[src/rtl/adder_share_arbiter_if.sv]
// adder_share_arbiter_if
// Bundles the requester handshakes, the adder operand/result bus and the status
// outputs of adder_share_arbiter.
//   slave  : arbiter side (takes requests and add_out, drives grants/operands/responses)
//   master : environment side (requesters plus adder)
// Signals:
//   req0_valid/req0_a/req0_b/req0_ready : requester 0 handshake and operands
//   req1_valid/req1_a/req1_b/req1_ready : requester 1 handshake and operands
//   add_in1/add_in2                     : steered operands to the adder
//   add_out                             : adder result
//   rsp0_valid/rsp1_valid/rsp_data      : one-cycle response strobes and sum
//   busy/stall_cnt                      : in-flight flag and saturating stall count
interface adder_share_arbiter_if;
    logic        req0_valid;
    logic [31:0] req0_a;
    logic [31:0] req0_b;
    logic        req0_ready;
    logic        req1_valid;
    logic [31:0] req1_a;
    logic [31:0] req1_b;
    logic        req1_ready;
    logic [31:0] add_in1;
    logic [31:0] add_in2;
    logic [31:0] add_out;
    logic        rsp0_valid;
    logic        rsp1_valid;
    logic [31:0] rsp_data;
    logic        busy;
    logic [15:0] stall_cnt;

    modport slave (
        input  req0_valid, req0_a, req0_b, req1_valid, req1_a, req1_b, add_out,
        output req0_ready, req1_ready, add_in1, add_in2, rsp0_valid, rsp1_valid,
               rsp_data, busy, stall_cnt
    );

    modport master (
        output req0_valid, req0_a, req0_b, req1_valid, req1_a, req1_b, add_out,
        input  req0_ready, req1_ready, add_in1, add_in2, rsp0_valid, rsp1_valid,
               rsp_data, busy, stall_cnt
    );
endinterface

[src/rtl/adder_share_arbiter.sv]
// adder_share_arbiter
// Round-robin sharing of one pipelined 32-bit adder between two requesters.
// Grants at most one request per cycle, steers its operands onto the adder,
// tracks the operation through a tag pipeline matched to the adder latency and
// returns the sum with a one-cycle strobe to the winner.
// Parameters:
//   LATENCY : cycles from issue edge to valid add_out, legal 1..4
// Ports:
//   clk   : rising-edge clock shared with the adder
//   rst_n : asynchronous active-low reset
//   bus   : adder_share_arbiter_if.slave (requests, adder bus, responses, status)
module adder_share_arbiter #(
    parameter int unsigned LATENCY = 1
) (
    input logic                  clk,
    input logic                  rst_n,
    adder_share_arbiter_if.slave bus
);

    logic               last_grant_q;
    logic               last_grant_d;
    logic [LATENCY-1:0] tag_vld_q;
    logic [LATENCY-1:0] tag_vld_d;
    logic [LATENCY-1:0] tag_id_q;
    logic [LATENCY-1:0] tag_id_d;
    logic [15:0]        stall_q;
    logic [15:0]        stall_d;

    logic               grant0;
    logic               grant1;
    logic               xfer;
    logic               stall;
    logic [LATENCY:0]   vld_chain;
    logic [LATENCY:0]   id_chain;

    // Contested cycles go to whoever did not win the last transfer. Gating with
    // rst_n keeps grants and operands quiet while reset is held.
    always_comb begin
        grant0 = rst_n & bus.req0_valid & (~bus.req1_valid | last_grant_q);
        grant1 = rst_n & bus.req1_valid & (~bus.req0_valid | ~last_grant_q);
        xfer   = grant0 | grant1;
        stall  = (bus.req0_valid & ~grant0) | (bus.req1_valid & ~grant1);
    end

    always_comb begin
        bus.add_in1 = 32'h0;
        bus.add_in2 = 32'h0;
        if (grant0) begin
            bus.add_in1 = bus.req0_a;
            bus.add_in2 = bus.req0_b;
        end else if (grant1) begin
            bus.add_in1 = bus.req1_a;
            bus.add_in2 = bus.req1_b;
        end
    end

    // Stage 0 takes the current issue; the chain trick keeps LATENCY=1 legal.
    assign vld_chain = {tag_vld_q, xfer};
    assign id_chain  = {tag_id_q, grant1};

    always_comb begin
        last_grant_d = last_grant_q;
        if (xfer) begin
            last_grant_d = grant1;
        end
        tag_vld_d = vld_chain[LATENCY-1:0];
        tag_id_d  = id_chain[LATENCY-1:0];
        stall_d   = stall_q;
        if (stall && (stall_q != 16'hFFFF)) begin
            stall_d = stall_q + 16'd1;
        end
    end

    always_ff @(posedge clk or negedge rst_n) begin
        if (!rst_n) begin
            last_grant_q <= 1'b1;
            tag_vld_q    <= '0;
            tag_id_q     <= '0;
            stall_q      <= 16'h0;
        end else begin
            last_grant_q <= last_grant_d;
            tag_vld_q    <= tag_vld_d;
            tag_id_q     <= tag_id_d;
            stall_q      <= stall_d;
        end
    end

    assign bus.req0_ready = grant0;
    assign bus.req1_ready = grant1;
    assign bus.rsp0_valid = tag_vld_q[LATENCY-1] & ~tag_id_q[LATENCY-1];
    assign bus.rsp1_valid = tag_vld_q[LATENCY-1] & tag_id_q[LATENCY-1];
    assign bus.rsp_data   = bus.add_out;
    assign bus.busy       = |tag_vld_q;
    assign bus.stall_cnt  = stall_q;

endmodule

[src/flat_wrapper.sv]
// flat-port wrapper written by rule: the top's interface ports become plain ports
module adder_share_arbiter_flat 
#(
    parameter int unsigned LATENCY = 1
)
  (clk, rst_n, bus_req0_valid, bus_req0_a, bus_req0_b, bus_req1_valid, bus_req1_a, bus_req1_b, bus_add_out, bus_req0_ready, bus_req1_ready, bus_add_in1, bus_add_in2, bus_rsp0_valid, bus_rsp1_valid, bus_rsp_data, bus_busy, bus_stall_cnt);
  adder_share_arbiter_if bus_i ();
  input logic clk;
  input logic rst_n;
  input wire logic [$bits(bus_i.req0_valid)-1:0] bus_req0_valid;
  input wire logic [$bits(bus_i.req0_a)-1:0] bus_req0_a;
  input wire logic [$bits(bus_i.req0_b)-1:0] bus_req0_b;
  input wire logic [$bits(bus_i.req1_valid)-1:0] bus_req1_valid;
  input wire logic [$bits(bus_i.req1_a)-1:0] bus_req1_a;
  input wire logic [$bits(bus_i.req1_b)-1:0] bus_req1_b;
  input wire logic [$bits(bus_i.add_out)-1:0] bus_add_out;
  output wire logic [$bits(bus_i.req0_ready)-1:0] bus_req0_ready;
  output wire logic [$bits(bus_i.req1_ready)-1:0] bus_req1_ready;
  output wire logic [$bits(bus_i.add_in1)-1:0] bus_add_in1;
  output wire logic [$bits(bus_i.add_in2)-1:0] bus_add_in2;
  output wire logic [$bits(bus_i.rsp0_valid)-1:0] bus_rsp0_valid;
  output wire logic [$bits(bus_i.rsp1_valid)-1:0] bus_rsp1_valid;
  output wire logic [$bits(bus_i.rsp_data)-1:0] bus_rsp_data;
  output wire logic [$bits(bus_i.busy)-1:0] bus_busy;
  output wire logic [$bits(bus_i.stall_cnt)-1:0] bus_stall_cnt;
  assign bus_i.req0_valid = bus_req0_valid;
  assign bus_i.req0_a = bus_req0_a;
  assign bus_i.req0_b = bus_req0_b;
  assign bus_i.req1_valid = bus_req1_valid;
  assign bus_i.req1_a = bus_req1_a;
  assign bus_i.req1_b = bus_req1_b;
  assign bus_i.add_out = bus_add_out;
  assign bus_req0_ready = bus_i.req0_ready;
  assign bus_req1_ready = bus_i.req1_ready;
  assign bus_add_in1 = bus_i.add_in1;
  assign bus_add_in2 = bus_i.add_in2;
  assign bus_rsp0_valid = bus_i.rsp0_valid;
  assign bus_rsp1_valid = bus_i.rsp1_valid;
  assign bus_rsp_data = bus_i.rsp_data;
  assign bus_busy = bus_i.busy;
  assign bus_stall_cnt = bus_i.stall_cnt;
  adder_share_arbiter #(.LATENCY(LATENCY)) u_core (.clk(clk), .rst_n(rst_n), .bus(bus_i));
endmodule
[config.mk]
export PLATFORM = sky130hd
export DESIGN_NAME = adder_share_arbiter_flat
export DESIGN_NICKNAME = d
export VERILOG_FILES = /design/src/rtl/adder_share_arbiter_if.sv /design/src/rtl/adder_share_arbiter.sv /design/src/flat_wrapper.sv
export SDC_FILE = /design/constraint.sdc
export NUM_CORES = 1
export LEC_CHECK = 0
export ABC_AREA = 0
export CORE_AREA = 2 2 109 111
export CTS_BUF_LIST = sky130_fd_sc_hd__clkbuf_4
export DETAILED_ROUTE_END_ITERATION = 7
export DIE_AREA = 0 0 111 113
export PLACE_DENSITY = 0.61
export SYNTH_ARGS = -nofsm -noshare
export SYNTH_HDL_FRONTEND = slang
export SYNTH_SLANG_ARGS = --single-unit
[constraint.sdc]
create_clock -name clk -period 2.4 [get_ports clk]
set_input_delay 0.24 -clock clk [delete_from_list [all_inputs] [get_ports clk]]
set_output_delay 0.24 -clock clk [all_outputs]
set_load 0.005 [all_outputs]
Word-level counts from Yosys, hierarchy flattened
Index checks and enable logic that the tools add are counted.
Storage, ports and cells
  word-level logic and storage cells: 29
  bits of input ports: 164
  register bits: 19
  output and inout bits: 117
Operators by class
  equal/unequal tests: 1
  multiplexer cells: 4
  bitwise logic cells: 18
  $add $sub $neg: 1
  reductions and logical operators: 1
Operators by type and width (number)
  $mux 32: 4
  $add 16x1->16 const B: 1
  $ne 16x16->1 const B: 1
  $and 1x1->1: 8
  $not 1->1: 6
  $or 1x1->1: 4
  $logic_and 1x1->1: 1

Logic depth before layout (Yosys ltp)
  word-level depth: 7
  mapped depth: 7

Least setup slack after synthesis
OpenSTA, ideal clock, no wires.
  path type: flip-flop to flip-flop
  from: register u_core.stall_q[0] (netlist: u_core.bus.stall_cnt[0])
  to: register u_core.stall_q[1] (netlist: u_core.bus.stall_cnt[1])
  path slack: 0.455 ns
  setup time: 0.125 ns
  data arrival time: 1.820 ns
  period minus slack after synthesis: 1.945 ns
  stages on the path, launching flop included: 7
  cell sequence: dfrtp_1 -> ha_1 -> nand4_1 -> or4_1 -> buf_2 -> and2_4 -> mux2_4
Between the ends
  cells in the longest elaborated chain, start to end: 2
RTL lines
  from (decl): line adder_share_arbiter.sv:26  | logic [15:0] stall_q;
  from (signal assigned): line adder_share_arbiter.sv:84  | stall_q <= stall_d;
  branches (longest 2 deep; another with $add 16x1->16)
Several ways; the timed one is not identified.
A chain may end at the register's enable or synchronous reset.

Final worst setup path
  from: register u_core.last_grant_q
  to: output bus_add_in2[21]
Between the ends
  cells in the longest elaborated chain, start to end: 5
RTL lines
  from (decl): line adder_share_arbiter.sv:20  | logic last_grant_q;
  from (signal assigned): line adder_share_arbiter.sv:81  | last_grant_q <= last_grant_d;
  $not 1->1: line adder_share_arbiter.sv:40  | grant1 = rst_n & bus.req1_valid & (~bus.req0_valid | ~last_grant_q);
  $or 1x1->1: line adder_share_arbiter.sv:40
  $and 1x1->1: line adder_share_arbiter.sv:40
  $mux 32: line adder_share_arbiter.sv:51  | end else if (grant1) begin
  $mux 32 *: line adder_share_arbiter.sv:48  | if (grant0) begin
  to (decl): line flat_wrapper.sv:20  | output wire logic [$bits(bus_i.add_in2)-1:0] bus_add_in2;
Mark *: on every way between the ends. The rest lies on a longest branch, timed or not.

==> results.toml <==
[cts]
htreeDepth = 1
cts_sinks = 19
cts_inserted_buffers = 3
clk_pin_slew_worst_paths_ns = 0.12
cts_tree = "done"
cts_hold_buf = 0
cts_max_path_buffers = 2
insertion_delay_ns = 0.30
root_buffer = "clkbuf_4"

[global_routing]
overflow = 0
grt_pass1_wl_um = 13800
grt_pass1_vias = 2343
grt_max_degree = 39
grt_use_total_pct = 13.7
antenna_found_initial = 0

[floorplanning]
rows = 39
initial_utilization_pct = 15.8
ios = 281
core-area_mm2 = 0.0113
dieArea_mm2 = 0.0125
die_x_um = 111
fp.dieH_um = 113

[flow_run]
maxCapViolations = 0

[critical_path]
critical_path_peak_fanout = 18
crit_path_frequent_cell = "buf_12"
end_kind = "primary output"
cp_slowest_cell = "dfstp_2"
cp.arrival_ns = 2.07
path_cells = "inv_1, a21oi_4, buf_12, buf_12, a22o_1, clkdlybuf4s50_1"
slowest_delay_ns = 0.57
required_ns = 2.16
start_kind = "flip-flop"
critPathTopFamily = "buffers and inverters"
critPathBufInv = 4
worstSetupPathType = "flip-flop to primary output"

[timing]
final-max-slew-violation-count = 0
setup_viol = 0
max_slew_margin_pct = 59.6
finalHoldWorstSlack_ns = 0.395
min_period_ns = 2.31
skew_ns = 0.0111
worstMarginPinSlew_ns = 0.601
fmax_mhz = 432
hold_violations = 0
tns_ns = 0
post-route-period-util_pct = 96.4

[place]
io_buffers = 216
place_area_mm2 = 0.00396
dpl.cell_count = 520
dp_hpwl_um = 7930
finalWeightedCongestion = 0.863

[power_and_ir_drop]
powerDensity_mw_per_mm2 = 361
ir_drop_v = 0.000193
seqPwrFrac_pct = 31.9
internal_power_mw = 1.03
clock_power_share_pct = 11.1
p_switching_mw = 0.438
leakagePower_nw = 1.58
finalPower_mw = 1.47
switching_share_pct = 29.9
comb_power_share_pct = 57.0

[drt]
dr.pass1.iters = 6
vias_per_cell = 4.48
routedWlPerCell_um = 18.5
ant_nets = 0
drt_iter0_drc = 109
drc = 0
drt-total-wl_um = 9730
vias = 2359

[finish]
drive_above_1_share_pct = 6.25
nets = 550
syn_to_final_growth_pct = 128
layoutNonFillerInstCount = 527
design_area_mm2 = 0.00407
n_antenna_cell = 0

[synth]
synth_top_area_share_pct = 31.4
synth.largest_area_cell = "a22o_1"
synthFlopType = "dfrtp_1"
ys.warnings.count = 0
synth_seq_cells = 19
netlist_area_mm2 = 0.00179
synth-edff-count = 0
postSynth.asyncResetShare_pct = 100
synth.distinct_cells = 28
synth_area_leaders = "a22o_1 31%, dfrtp_1 25%, buf_4 13%, xnor2_1 6.4%, nand4_1 3.5%"
synthCells = 201
postSynthAreaPerCell_um2 = 8.88
syn-num-nets = 366
ys_seq_area_share_pct = 26.7

[min_path]
hold_class = "primary input to async pin"

[outcome]
status = "finished clean"
-- worst paths after layout --
path	slack [ns]	cells after the start	from	endpoint
max in group asynchronous	1.73	2	rst_n	u_core.last_grant_q
min in group clk	0.48	0	bus_add_out[16]	bus_rsp_data[16]
max	0.09	6	u_core.last_grant_q	bus_add_in2[21]
min reg2reg	0.50	1	u_core.bus.stall_cnt[15]	u_core.bus.stall_cnt[15]
min	0.40	2	rst_n	u_core.bus.stall_cnt[10]
max reg2reg	0.40	5	u_core.bus.stall_cnt[0]	u_core.bus.stall_cnt[1]
-- stage by stage --
| stage | setup WS (ns) | util (%) |
|---|---|---|
| 2_1_floorplan | 0.455 | - |
| 3_3_place_gp | 0.0680 | 35.1 |
| 3_5_place_dp | 0.0468 | 35.1 |
| 4_1_cts | 0.0258 | 35.5 |
| 5_1_grt | -0.00871 | 36.1 |
| 6_report | 0.0874 | 36.1 |
-- cells in the mapped netlist (all sizes together), types with 2 or more instances --
master,count
xnor2,13
and2,3
nor2,5
mux2,2
nor3,3
nand2,6
dfrtp,18
clkbuf,11
and3,2
nand4,11
a22o,64
inv,6
nand3,9
a21oi,2
buf,38
-- cell type report --
cell class	instances	area (um2)
inverters	6	22.5
clock inverters	1	5.00
repair buffers	228	2350
multi-input cells	127	1010
flip-flops and latches	19	477
well taps	143	179
clock buffers	3	22.5
fillers	1148	7200
-- cells by family after synthesis --
| family | Yosys count | synth area share (%) |
|---|---|---|
| muxes | 2 | 1.47 |
| adders and majority gates | 2 | 1.26 |
| xor gates and xnor gates | 14 | 6.87 |
| DFF | 19 | 26.7 |
| and+or+nand+nor | 42 | 12.9 |
| buffers and inverters | 55 | 18.4 |
| AOI/OAI and AO/OA | 67 | 32.4 |
-- cells in the final DEF (no fill, tap or decap), drive strengths merged --
cell type / count
clkdlybuf4s50: 215
a22o: 64
dfrtp: 18
xnor2: 13
nand4: 11
buf: 10
nand3: 9
inv: 6
nand2: 6
nor2: 5
clkbuf: 5
nor3: 3
and2: 3
a21oi: 2
and3: 2
mux2: 2
nor2b: 1
maj3: 1
or4: 1
xor2: 1
nor4: 1
o21bai: 1
ha: 1
clkinv: 1
dlymetal6s2s: 1
dfstp: 1
-- power by group through the flow --
stage / sequential [mW] / combinational [mW] / clock (mW)
floorplan: 0.459 / 0.289 / 0
global placement: 0.472 / 0.819 / 0
detailed placement: 0.473 / 0.820 / 0
CTS: 0.468 / 0.829 / 0.169
global route: 0.480 / 0.892 / 0.187
finish: 0.468 / 0.837 / 0.162
-- repair_timing --
item	4_1_cts	5_1_grt
hold endpoints to repair	0	0
endpoints found under the setup margin	1	25
gates resized for setup	1	1
buffers inserted	0	1
gates cloned	0	2
pin swaps	0	1
-- metal layers --
| layer | routed length, um | up-vias | track usage, % |
|---|---|---|---|
| li1 | - | 1101 | - |
| met1 | 3600 | 1105 | 15.7 |
| met2 | 5060 | 151 | 25.4 |
| met3 | 1070 | 2 | 5.36 |
| met4 | 6 | 0 | 1.00 |
| met5 | 0 | - | 0 |
-- registers in the layout, indices dropped and copies added, names as in the netlist --
| name | count |
|---|---|
| u_core.bus.stall_cnt | 16 |
| u_core.last_grant_q | 1 |
| u_core.tag_id_q | 1 |
| u_core.bus.busy | 1 |
No activity file was read; power rests on OpenSTA's default activity.
